File: src/rtl/asp_irq_pkg.sv
// Shared constants for the ASP interrupt controller: CSR word map, handshake states,
// default line count and the board's fixed line assignments.
package asp_irq_pkg;

  localparam int DEFAULT_NUM_IRQ = 4;

  localparam int IRQ_DMA_0  = 0;
  localparam int IRQ_KERNEL = 1;
  localparam int IRQ_DMA_1  = 2;

  localparam logic [31:0] CSR_STATUS     = 32'd0;
  localparam logic [31:0] CSR_ENABLE     = 32'd1;
  localparam logic [31:0] CSR_CLEAR      = 32'd2;
  localparam logic [31:0] CSR_MODE       = 32'd3;
  localparam logic [31:0] CSR_RAW        = 32'd4;
  localparam logic [31:0] CSR_PARAMS     = 32'd5;
  localparam logic [31:0] CSR_REQ_CNT    = 32'd6;
  localparam logic [31:0] CSR_STATS_CLR  = 32'd7;
  localparam logic [31:0] CSR_STATS_BASE = 32'd8;

  localparam logic [31:0] STATS_CNT_MAX = 32'hFFFF_FFFF;

  typedef enum logic [1:0] {
    IDLE,
    REQ,
    ARMED
  } irq_state_t;

  function automatic logic [63:0] byte_mask(input logic [7:0] be);
    logic [63:0] m;
    m = '0;
    for (int b = 0; b < 8; b++) m[b*8 +: 8] = {8{be[b]}};
    return m;
  endfunction

endpackage

File: src/rtl/asp_irq_line.sv
// One interrupt line: input register, edge/level capture into the pending bit (set beats clear).
// With ASP_IRQ_STATS_EN defined, also a saturating count of pending 0->1 transitions.
module asp_irq_line
  import asp_irq_pkg::*;
(
  input  logic        clk,
  input  logic        reset,
  input  logic        irq_in,
  input  logic        mode,
  input  logic        clr,
`ifdef ASP_IRQ_STATS_EN
  input  logic        cnt_clr,
  input  logic        cnt_load,
  input  logic [31:0] cnt_load_val,
  output logic [31:0] count,
`endif
  output logic        pending
);

  logic irq_in_q;
  logic primed;
  logic rise;
  logic pending_next;

  // primed masks the first cycle after reset so a source held high through reset
  // is not mistaken for a fresh rising edge.
  assign rise = irq_in & ~irq_in_q & primed;

  always_comb begin
    if (mode) pending_next = rise | (pending & ~clr);
    else      pending_next = irq_in;
  end

  always_ff @(posedge clk or posedge reset) begin
    if (reset) begin
      irq_in_q <= 1'b0;
      primed   <= 1'b0;
      pending  <= 1'b0;
    end else begin
      irq_in_q <= irq_in;
      primed   <= 1'b1;
      pending  <= pending_next;
    end
  end

`ifdef ASP_IRQ_STATS_EN
  always_ff @(posedge clk or posedge reset) begin
    if (reset) begin
      count <= '0;
    end else if (cnt_clr) begin
      count <= '0;
    end else if (cnt_load) begin
      count <= cnt_load_val;
    end else if (pending_next && !pending && count != STATS_CNT_MAX) begin
      count <= count + 32'd1;
    end
  end
`endif

endmodule

File: src/rtl/asp_irq_ctrl.sv
// NUM_IRQ-line interrupt aggregator with a request/ack host handshake and a 64-bit CSR slave.
// Define ASP_IRQ_STATS_EN to build the per-line and request event counters.
module asp_irq_ctrl
  import asp_irq_pkg::*;
#(
  parameter int                 NUM_IRQ        = DEFAULT_NUM_IRQ,
  parameter int                 CSR_ADDR_WIDTH = 4,
  parameter logic [NUM_IRQ-1:0] EDGE_MODE_RST  = '1
) (
  input  logic                      clk,
  input  logic                      reset,
  input  logic [NUM_IRQ-1:0]        irq_in,
  input  logic [CSR_ADDR_WIDTH-1:0] csr_address,
  input  logic                      csr_read,
  input  logic                      csr_write,
  input  logic [63:0]               csr_writedata,
  input  logic [7:0]                csr_byteenable,
  output logic [63:0]               csr_readdata,
  output logic                      csr_readdatavalid,
  output logic                      csr_waitrequest,
  output logic                      irq_req,
  input  logic                      irq_ack
);

  logic [31:0]        addr;
  logic [63:0]        wmask;
  logic [NUM_IRQ-1:0] lmask;
  logic [NUM_IRQ-1:0] wdata_l;
  logic [NUM_IRQ-1:0] pending;
  logic [NUM_IRQ-1:0] enable;
  logic [NUM_IRQ-1:0] mode;
  logic [NUM_IRQ-1:0] clr;
  logic [NUM_IRQ-1:0] vec;
  logic [NUM_IRQ-1:0] vec_q;
  logic [NUM_IRQ-1:0] rise;
  logic               active;
  logic               req_set;
  logic [63:0]        rd_data;
  irq_state_t         state;
  logic               unused_wdata;

  assign addr    = 32'(csr_address);
  assign wmask   = byte_mask(csr_byteenable);
  assign lmask   = wmask[NUM_IRQ-1:0];
  assign wdata_l = csr_writedata[NUM_IRQ-1:0];
  assign unused_wdata = ^{csr_writedata, wmask};
  assign csr_waitrequest = 1'b0;

  always_ff @(posedge clk or posedge reset) begin
    if (reset) begin
      enable <= '0;
      mode   <= EDGE_MODE_RST;
    end else if (csr_write) begin
      if (addr == CSR_ENABLE) enable <= (enable & ~lmask) | (wdata_l & lmask);
      if (addr == CSR_MODE)   mode   <= (mode & ~lmask) | (wdata_l & lmask);
    end
  end

  assign clr = (csr_write && addr == CSR_CLEAR) ? (wdata_l & lmask) : '0;

`ifdef ASP_IRQ_STATS_EN
  // CSR_ADDR_WIDTH must cover 8+NUM_IRQ words or counter addresses alias.
  logic        cnt_clr;
  logic [31:0] count [NUM_IRQ];
  logic [7:0]  req_cnt;
  assign cnt_clr = csr_write && addr == CSR_STATS_CLR;
`endif

  genvar gi;
  generate
    for (gi = 0; gi < NUM_IRQ; gi++) begin : g_line
`ifdef ASP_IRQ_STATS_EN
      logic        cnt_load;
      logic [31:0] cnt_load_val;
      assign cnt_load     = csr_write && addr == CSR_STATS_BASE + 32'(gi);
      assign cnt_load_val = (count[gi] & ~wmask[31:0]) | (csr_writedata[31:0] & wmask[31:0]);
`endif
      asp_irq_line u_line (
        .clk          (clk),
        .reset        (reset),
        .irq_in       (irq_in[gi]),
        .mode         (mode[gi]),
        .clr          (clr[gi]),
`ifdef ASP_IRQ_STATS_EN
        .cnt_clr      (cnt_clr),
        .cnt_load     (cnt_load),
        .cnt_load_val (cnt_load_val),
        .count        (count[gi]),
`endif
        .pending      (pending[gi])
      );
    end
  endgenerate

  assign vec     = pending & enable;
  assign active  = |vec;
  assign rise    = vec & ~vec_q;
  assign req_set = (state == IDLE && active) || (state == ARMED && (|rise));

  always_ff @(posedge clk or posedge reset) begin
    if (reset) begin
      state   <= IDLE;
      irq_req <= 1'b0;
      vec_q   <= '0;
    end else begin
      vec_q <= vec;
      case (state)
        IDLE: begin
          if (active) begin
            state   <= REQ;
            irq_req <= 1'b1;
          end
        end
        REQ: begin
          if (irq_ack) begin
            state   <= ARMED;
            irq_req <= 1'b0;
          end
        end
        ARMED: begin
          // Only a newly asserted source re-requests; lingering ones wait for software.
          if (|rise) begin
            state   <= REQ;
            irq_req <= 1'b1;
          end else if (!active) begin
            state <= IDLE;
          end
        end
        default: begin
          state   <= IDLE;
          irq_req <= 1'b0;
        end
      endcase
    end
  end

`ifdef ASP_IRQ_STATS_EN
  always_ff @(posedge clk or posedge reset) begin
    if (reset) begin
      req_cnt <= '0;
    end else if (cnt_clr) begin
      req_cnt <= '0;
    end else if (req_set && req_cnt != 8'hFF) begin
      req_cnt <= req_cnt + 8'd1;
    end
  end
`endif

  always_comb begin
    rd_data = '0;
    case (addr)
      CSR_STATUS: rd_data = 64'(pending);
      CSR_ENABLE: rd_data = 64'(enable);
      CSR_MODE:   rd_data = 64'(mode);
      CSR_RAW:    rd_data = 64'(irq_in);
      CSR_PARAMS: rd_data = {56'd0, 8'(NUM_IRQ)};
`ifdef ASP_IRQ_STATS_EN
      CSR_REQ_CNT: rd_data = {56'd0, req_cnt};
`endif
      default: rd_data = '0;
    endcase
`ifdef ASP_IRQ_STATS_EN
    for (int i = 0; i < NUM_IRQ; i++) begin
      if (addr == CSR_STATS_BASE + 32'(i)) rd_data = {32'd0, count[i]};
    end
`endif
  end

  always_ff @(posedge clk or posedge reset) begin
    if (reset) begin
      csr_readdata      <= '0;
      csr_readdatavalid <= 1'b0;
    end else begin
      csr_readdatavalid <= csr_read;
      csr_readdata      <= csr_read ? rd_data : '0;
    end
  end

endmodule

File: config.mk
export PLATFORM = sky130hd
export DESIGN_NAME = asp_irq_ctrl
export DESIGN_NICKNAME = d
export VERILOG_FILES = /design/src/rtl/asp_irq_pkg.sv /design/src/rtl/asp_irq_line.sv /design/src/rtl/asp_irq_ctrl.sv
export SDC_FILE = /design/constraint.sdc
export NUM_CORES = 1
export LEC_CHECK = 0
export CORE_MARGIN = 5
export CORE_UTILIZATION = 57
export DETAILED_ROUTE_END_ITERATION = 7
export DONT_BUFFER_PORTS = 1
export PLACE_DENSITY = 0.72
export SLEW_MARGIN = 20
export SYNTH_ARGS = -nofsm -noshare
export SYNTH_HDL_FRONTEND = slang
export SYNTH_SLANG_ARGS = --single-unit
File: constraint.sdc
create_clock -name clk -period 2 [get_ports clk]
set_input_delay 0.3 -clock clk [delete_from_list [all_inputs] [get_ports clk]]
set_output_delay 0.3 -clock clk [all_outputs]
set_load 0.01 [all_outputs]
==> impl_metrics.yaml, run 1 <==
die:
  core_um2: 3003
  die_h_um: 65.42
  num_io_pins: 152
  std_cell_rows: 20
  initial_utilization_pct: 58.29
  die_w_um: 65.42
  fp.dieArea_um2: 4279
critical_path:
  worstPathCellList: "nand2_1 > o22ai_1 > nor3_1 > a32o_1"
  crit_buf_inv: 0
  r2r_end: "state[1]$_DFFE_PP0P_"
  endpoint_kind: "flip-flop"
  crit_family: "simple AND/OR/NAND/NOR gates"
  cp_slowest_cell: "dfrtp_1"
  slowest_delay_ns: 0.41
  crit_arrival_ns: 1.51
  start_kind: "flip-flop"
  r2r_slack_ns: 0.75
  cp.required_ns: 2.26
  r2r_cells: 4
  r2r-start: "g_line[2].u_line.pending$_DFF_PP0_"
  crit_path_max_fanout: 3
  criticalPathCategory: "flip-flop to flip-flop"
global_route:
  grt_use_total_pct: 14.35
  antenna_found_initial: 0
  grt_max_degree: 30
  grt_pass1_wl_mm: 4.478
  overflow: 0
  grt_pass1_vias: 1010
clock_tree:
  tritoncts_num_sinks: 29
  cts_tree: "yes"
  cts-htree-levels: 2
  clk_latency_ns: 0.33
  root_buffer: "clkbuf_4"
  clk_pin_slew_ns: 0.09
  clockBufferDepth: 2
  cts_buffers: 5
  cts_post_setup_buffers_inserted: 0
synth:
  synth.avg_cell_area_um2: 10.30
  yosysWarnings: 0
  seq_area_frac_synth_pct: 41.74
  syn-cell-area_um2: 1750
  synth_cell_types: 32
  synthCells: 170
  ys_seq_elements: 29
pwr:
  p_leak_nw: 0.8386
  worst_ir_drop_vdd_v: 0.0005462
  power.density_nw_per_um2: 817.8
final_layout:
  nets: 266
  final_common_cell: "conb_1"
  drive_gt1_share_pct: 14.29
  area_delta_synth_final_pct: -5.218
  num_antenna_cells: 0
  utilization_pct: 55.25
  mostFrequentLayoutCells: "conb_1, dfrtp_1, nand2_1"
sta:
  rsz0062_at_grt: "false"
  finalCritPeriodShare_pct: 62.40
  max_freq_mhz: 801.2
  final-max-slew-violation-count: 0
  fin_tns_setup_ns: 0
  hold_viol_final: 0
  min_period_ns: 1.248
  finClkSkew_ns: 0.01046
  setup_violations: 0
placed_design:
  dp_hpwl_mm: 2.269
  routabilityCongestion: 0.8050
  io_buffers: 0
routing:
  wl_mm: 2.848
  drt_pre_antenna_iters: 4
  dr.first_iter.drc_count: 23
  vias: 1016
  ant_nets: 0
  vias_per_cell: 4.726
  drc: 0
  wire_per_inst_um: 13.25
worst_hold_path:
  whs_path_depth: 1
  hold_class: "input pin to flip-flop"
  hp-start: "csr_read"
  holdPathEnd: "csr_readdata[2]$_DFF_PP0_"
run:
  max_cap_viol_count: 0
run_status:
  status: "finished clean"
[synthesized netlist by cell type (all sizes together)]
master | count | area, um^2
a21oi | 1 | 5.000
nand3 | 1 | 5.000
inv | 7 | 26.28
or3 | 2 | 12.51
o21ai | 8 | 40.04
nand2b | 1 | 6.260
mux2 | 9 | 101.3
mux2i | 5 | 50.05
nor4 | 1 | 21.27
nor2 | 10 | 40.04
and2 | 1 | 8.760
dfstp | 4 | 105.1
a32o | 5 | 50.05
conb | 2 | 7.510
nand4 | 2 | 27.53
o22ai | 1 | 6.260
o31ai | 2 | 15.01
dfrtp | 25 | 625.6
a22oi | 1 | 7.510
a21boi | 1 | 7.510
nor3 | 2 | 21.27
or2 | 1 | 6.260
o22a | 2 | 20.02
o21a | 1 | 7.510
buf | 63 | 476.7
nand2 | 12 | 50.05
[how the worst max path moves through the flow]
stage                                                   from                   end  slack (ns)  cells past startpoint
after floorplan                               csr_address[2]             flip-flop        0.69                      5
after global placement                        csr_address[3]             flip-flop        0.70                      4
after detailed placement                      csr_address[3]             flip-flop        0.68                      4
after CTS                 g_line[2].u_line.pending$_DFF_PP0_  state[1]$_DFFE_PP0P_        0.75                      4
after global routing                               flip-flop  state[1]$_DFFE_PP0P_        0.62                      4
final                     g_line[2].u_line.pending$_DFF_PP0_  state[1]$_DFFE_PP0P_        0.75                      4
[timing repair]
item | 4_1_cts | 5_1_grt
endpoints found under the setup margin | 0 | 0
hold endpoints to repair | 30 | 0
gates resized for setup | 0 | 0
hold buffers | 6 | 0
[metrics by stage]
stage | cell area, um^2 | setup slack [ns] | power, W | cells | hold WS, ns
2_1_floorplan | 1976 | 0.6902 | 0.001074 | 230 | 0.3314
5_1_grt | 1659 | 0.6229 | 0.001443 | 215 | 0.06442
6_report | 1659 | 0.7519 | 0.001357 | 215 | 0.08474
4_1_cts | 1659 | 0.7540 | 0.001366 | 215 | 0.07326
3_5_place_dp | 1548 | 0.6784 | 0.001033 | 201 | 0.2829
3_3_place_gp | 1548 | 0.6966 | 0.001009 | 201 | 0.2686
[cell families (layout without fill, tap and decap cells)]
family,count (synthesis),count (layout),synth area share [%]
AO/OA/AOI/OAI,22,22,9.078
buffers and inverters,70,22,28.74
flip-flops,29,29,41.74
multiplexers,14,14,8.649
other,2,62,0.4290
AND/OR/NAND/NOR,33,33,11.37
[area by class of cell]
| class | count | area, um^2 |
|---|---|---|
| Multi-Input combinational cell | 131 | 742.0 |
| Fill cell | 270 | 1344 |
| Tap cell | 33 | 41.29 |
| Timing Repair Buffer | 7 | 67.56 |
| Clock inverter | 2 | 10.01 |
| Clock buffer | 6 | 41.29 |
| Sequential cell | 29 | 730.7 |
| Inverter | 7 | 26.28 |
[routing by layer]
metal | GRT usage [%] | vias to the layer above | part of all wire (%)
li1 | - | 465 | -
met1 | 13.70 | 473 | 34
met2 | 25.28 | 73 | 49
met3 | 6.667 | 5 | 14
met4 | 7.772 | 0 | 2.4
met5 | 0 | - | 0
[power by group]
group | internal, W | switching, W | total (W)
Clock | 0.000133 | 0.000194 | 0.000327
Combinational | 0.000108 | 0.000156 | 0.000263
Sequential | 0.000691 | 0.0000750 | 0.000766
No activity file was read; power rests on OpenSTA's default activity.
==> run 2, diff against run 1 <==
CORE_UTILIZATION = 56   (was 57)
PLACE_DENSITY = 0.74   (was 0.72)
clock period = 1.1 ns   (was 2 ns; I/O delays follow)
==> run 2 against run 1 <==
- worst setup slack got worse by 0.77 ns
- critical path type unchanged
- highest routed layer unchanged
- the run now ends with setup timing left
- utilization rose by 7.6 points
- count of clock-buffer cells in the layout did not move
- via count rose by 6.2%
- critical endpoint is now csr_readdata[3]$_DFF_PP0_
==> impl_metrics.yaml, run 2 (same netlist as run 1, synthesis figures left out) <==
final_layout:
  mostFrequentLayoutCells: "conb_1, dfrtp_1, dlygate4sd3_1"
  final_common_cell: "conb_1"
  nets: 283
  final_cells: 243
  area_delta_synth_final_pct: 8.721
  drive_gt1_share_pct: 23.62
  num_antenna_cells: 0
die:
  num_io_pins: 152
  initial_utilization_pct: 57.81
  die_h_um: 65.91
  fp.dieArea_um2: 4344
  std_cell_rows: 20
  die_w_um: 65.91
  core_um2: 3028
clock_tree:
  cts-htree-levels: 2
  cts_buffers: 5
  cts_tree: "yes"
  tritoncts_num_sinks: 29
  clockBufferDepth: 2
  root_buffer: "clkbuf_4"
  clk_latency_ns: 0.33
  clk_pin_slew_ns: 0.09
routing:
  wl_mm: 3.163
  vias_per_cell: 4.440
  drt_pre_antenna_iters: 4
  dr.first_iter.drc_count: 12
  ant_nets: 0
  drc: 0
  wire_per_inst_um: 13.02
  vias: 1079
global_route:
  grt_use_total_pct: 15.03
  overflow: 0
  grt_pass1_vias: 1073
  grt_max_degree: 30
  antenna_found_initial: 0
  grt_pass1_wl_mm: 4.892
critical_path:
  criticalPathCategory: "flip-flop to flip-flop"
  crit_buf_inv: 0
  cp_slowest_cell: "dfstp_2"
  crit_family: "flip-flops"
  start_kind: "flip-flop"
  worstPathCellList: "mux2_4 > a22oi_2 > or2_1 > a21oi_2"
  slowest_delay_ns: 0.55
  cp.required_ns: 1.37
  r2r_slack_ns: -0.02
  r2r_cells: 4
  r2r_end: "csr_readdata[3]$_DFF_PP0_"
  cp.depth: 4
  crit_path_max_fanout: 2
  crit_arrival_ns: 1.38
  endpoint_kind: "flip-flop"
pwr:
  switching_power_w: 0.0008867
  p_leak_nw: 0.9451
  worst_ir_drop_vdd_v: 0.001028
  power.density_nw_per_um2: 1578
  comb_power_share_pct: 22.6
  p_seq_share_pct: 46.6
  power.share.switching_pct: 29.52
  power.internal_w: 0.002117
  p_clk_share_pct: 30.9
sta:
  finClkSkew_ns: 0.005755
  worst_slack_ns: -0.01534
  final-max-slew-violation-count: 0
  hold_viol_final: 0
  min_period_ns: 1.115
  max_freq_mhz: 896.6
  finalCritPeriodShare_pct: 101.4
  setup_violations: 1
  fin_tns_setup_ns: -0.01534
  rsz0062_at_grt: "true"
run_status:
  status: "finished with violations"
  violations: "setup timing"
placed_design:
  dp_cells: 222
  routabilityCongestion: 0.7886
  io_buffers: 0
  dp_hpwl_mm: 2.381
run:
  max_cap_viol_count: 0
worst_hold_path:
  holdPathEnd: "state[0]$_DFFE_PP0P_"
  whs_path_depth: 2
  hold_class: "input pin to flip-flop"
  hp-start: "irq_ack"
## run 2: changes by cell type in the layout (fill, tap and decap cells not counted), sizes merged
| cell | before | now |
|---|---|---|
| buf | 1 | 12 |
| dlygate4sd3 | 6 | 12 |
| clkinv | 2 | 0 |
| clkinvlp | 0 | 1 |
| bufinv | 0 | 1 |
## run 2: power groups by stage
stage	Combinational (W)	Sequential, W	Clock, W
after floorplan	0.000583	0.00137	0
after global placement	0.000545	0.00138	0
after detailed placement	0.000577	0.00140	0
after CTS	0.000632	0.00138	0.000938
after global routing	0.000748	0.00142	0.000996
final	0.000677	0.00140	0.000927
## run 2: per-layer routing
layer,global-route usage [%],routed length [um]
met1,17.14,1213
met4,3.886,34
met5,0,0
met2,26.03,1558
met3,5.952,357
## run 2: what timing repair did
item | 4_1_cts | 5_1_grt
setup endpoints to repair | 4 | 4
endpoints found under the hold margin | 45 | 0
resized for setup | 3 | 9
hold buffers | 12 | 0
pin swaps | 1 | 3
setup buffers | 0 | 1
## run 2: layout make-up
| cell class | count | area, um^2 |
|---|---|---|
| Fill cell | 227 | 1125 |
| Multi-Input combinational cell | 131 | 788.3 |
| Sequential cell | 29 | 730.7 |
| Timing Repair Buffer | 24 | 214.0 |
| Tap cell | 44 | 55.05 |
| Clock buffer | 6 | 51.30 |
| Clock inverter | 2 | 37.54 |
| Inverter | 7 | 26.28 |
## run 2: stage by stage
step / power, W / hold WS (ns) / util, % / instance area [um^2] / setup WS (ns)
final: 0.003004 / 0.004659 / 62.85 / 1903 / -0.01534
after global routing: 0.003167 / 0.01779 / 62.85 / 1903 / -0.07872
after CTS: 0.002951 / 0.007393 / 61.53 / 1863 / -0.02014
after detailed placement: 0.001978 / 0.1422 / 54.34 / 1645 / -0.08589
after global placement: 0.001929 / 0.1358 / 54.34 / 1645 / -0.05614
after floorplan: 0.001958 / 0.1964 / - / 1984 / -0.01290
## run 2: worst register-to-register path, cell delays in order (launching register included)
cell and delay [ns]:
dfstp_2 0.55, mux2_4 0.14, a22oi_2 0.04, or2_1 0.22
a21oi_2 0.11
## run 2: worst max path at each step
stage / slack [ns] / from / endpoint
global route: -0.08 / flip-flop / state[0]$_DFFE_PP0P_
floorplan: -0.01 / csr_address[2] / flip-flop
detailed placement: -0.09 / g_line[2].u_line.pending$_DFF_PP0_ / state[1]$_DFFE_PP0P_
CTS: -0.02 / flip-flop / csr_readdata[3]$_DFF_PP0_
global placement: -0.06 / g_line[2].u_line.pending$_DFF_PP0_ / state[1]$_DFFE_PP0P_
finish: -0.02 / flip-flop / csr_readdata[3]$_DFF_PP0_
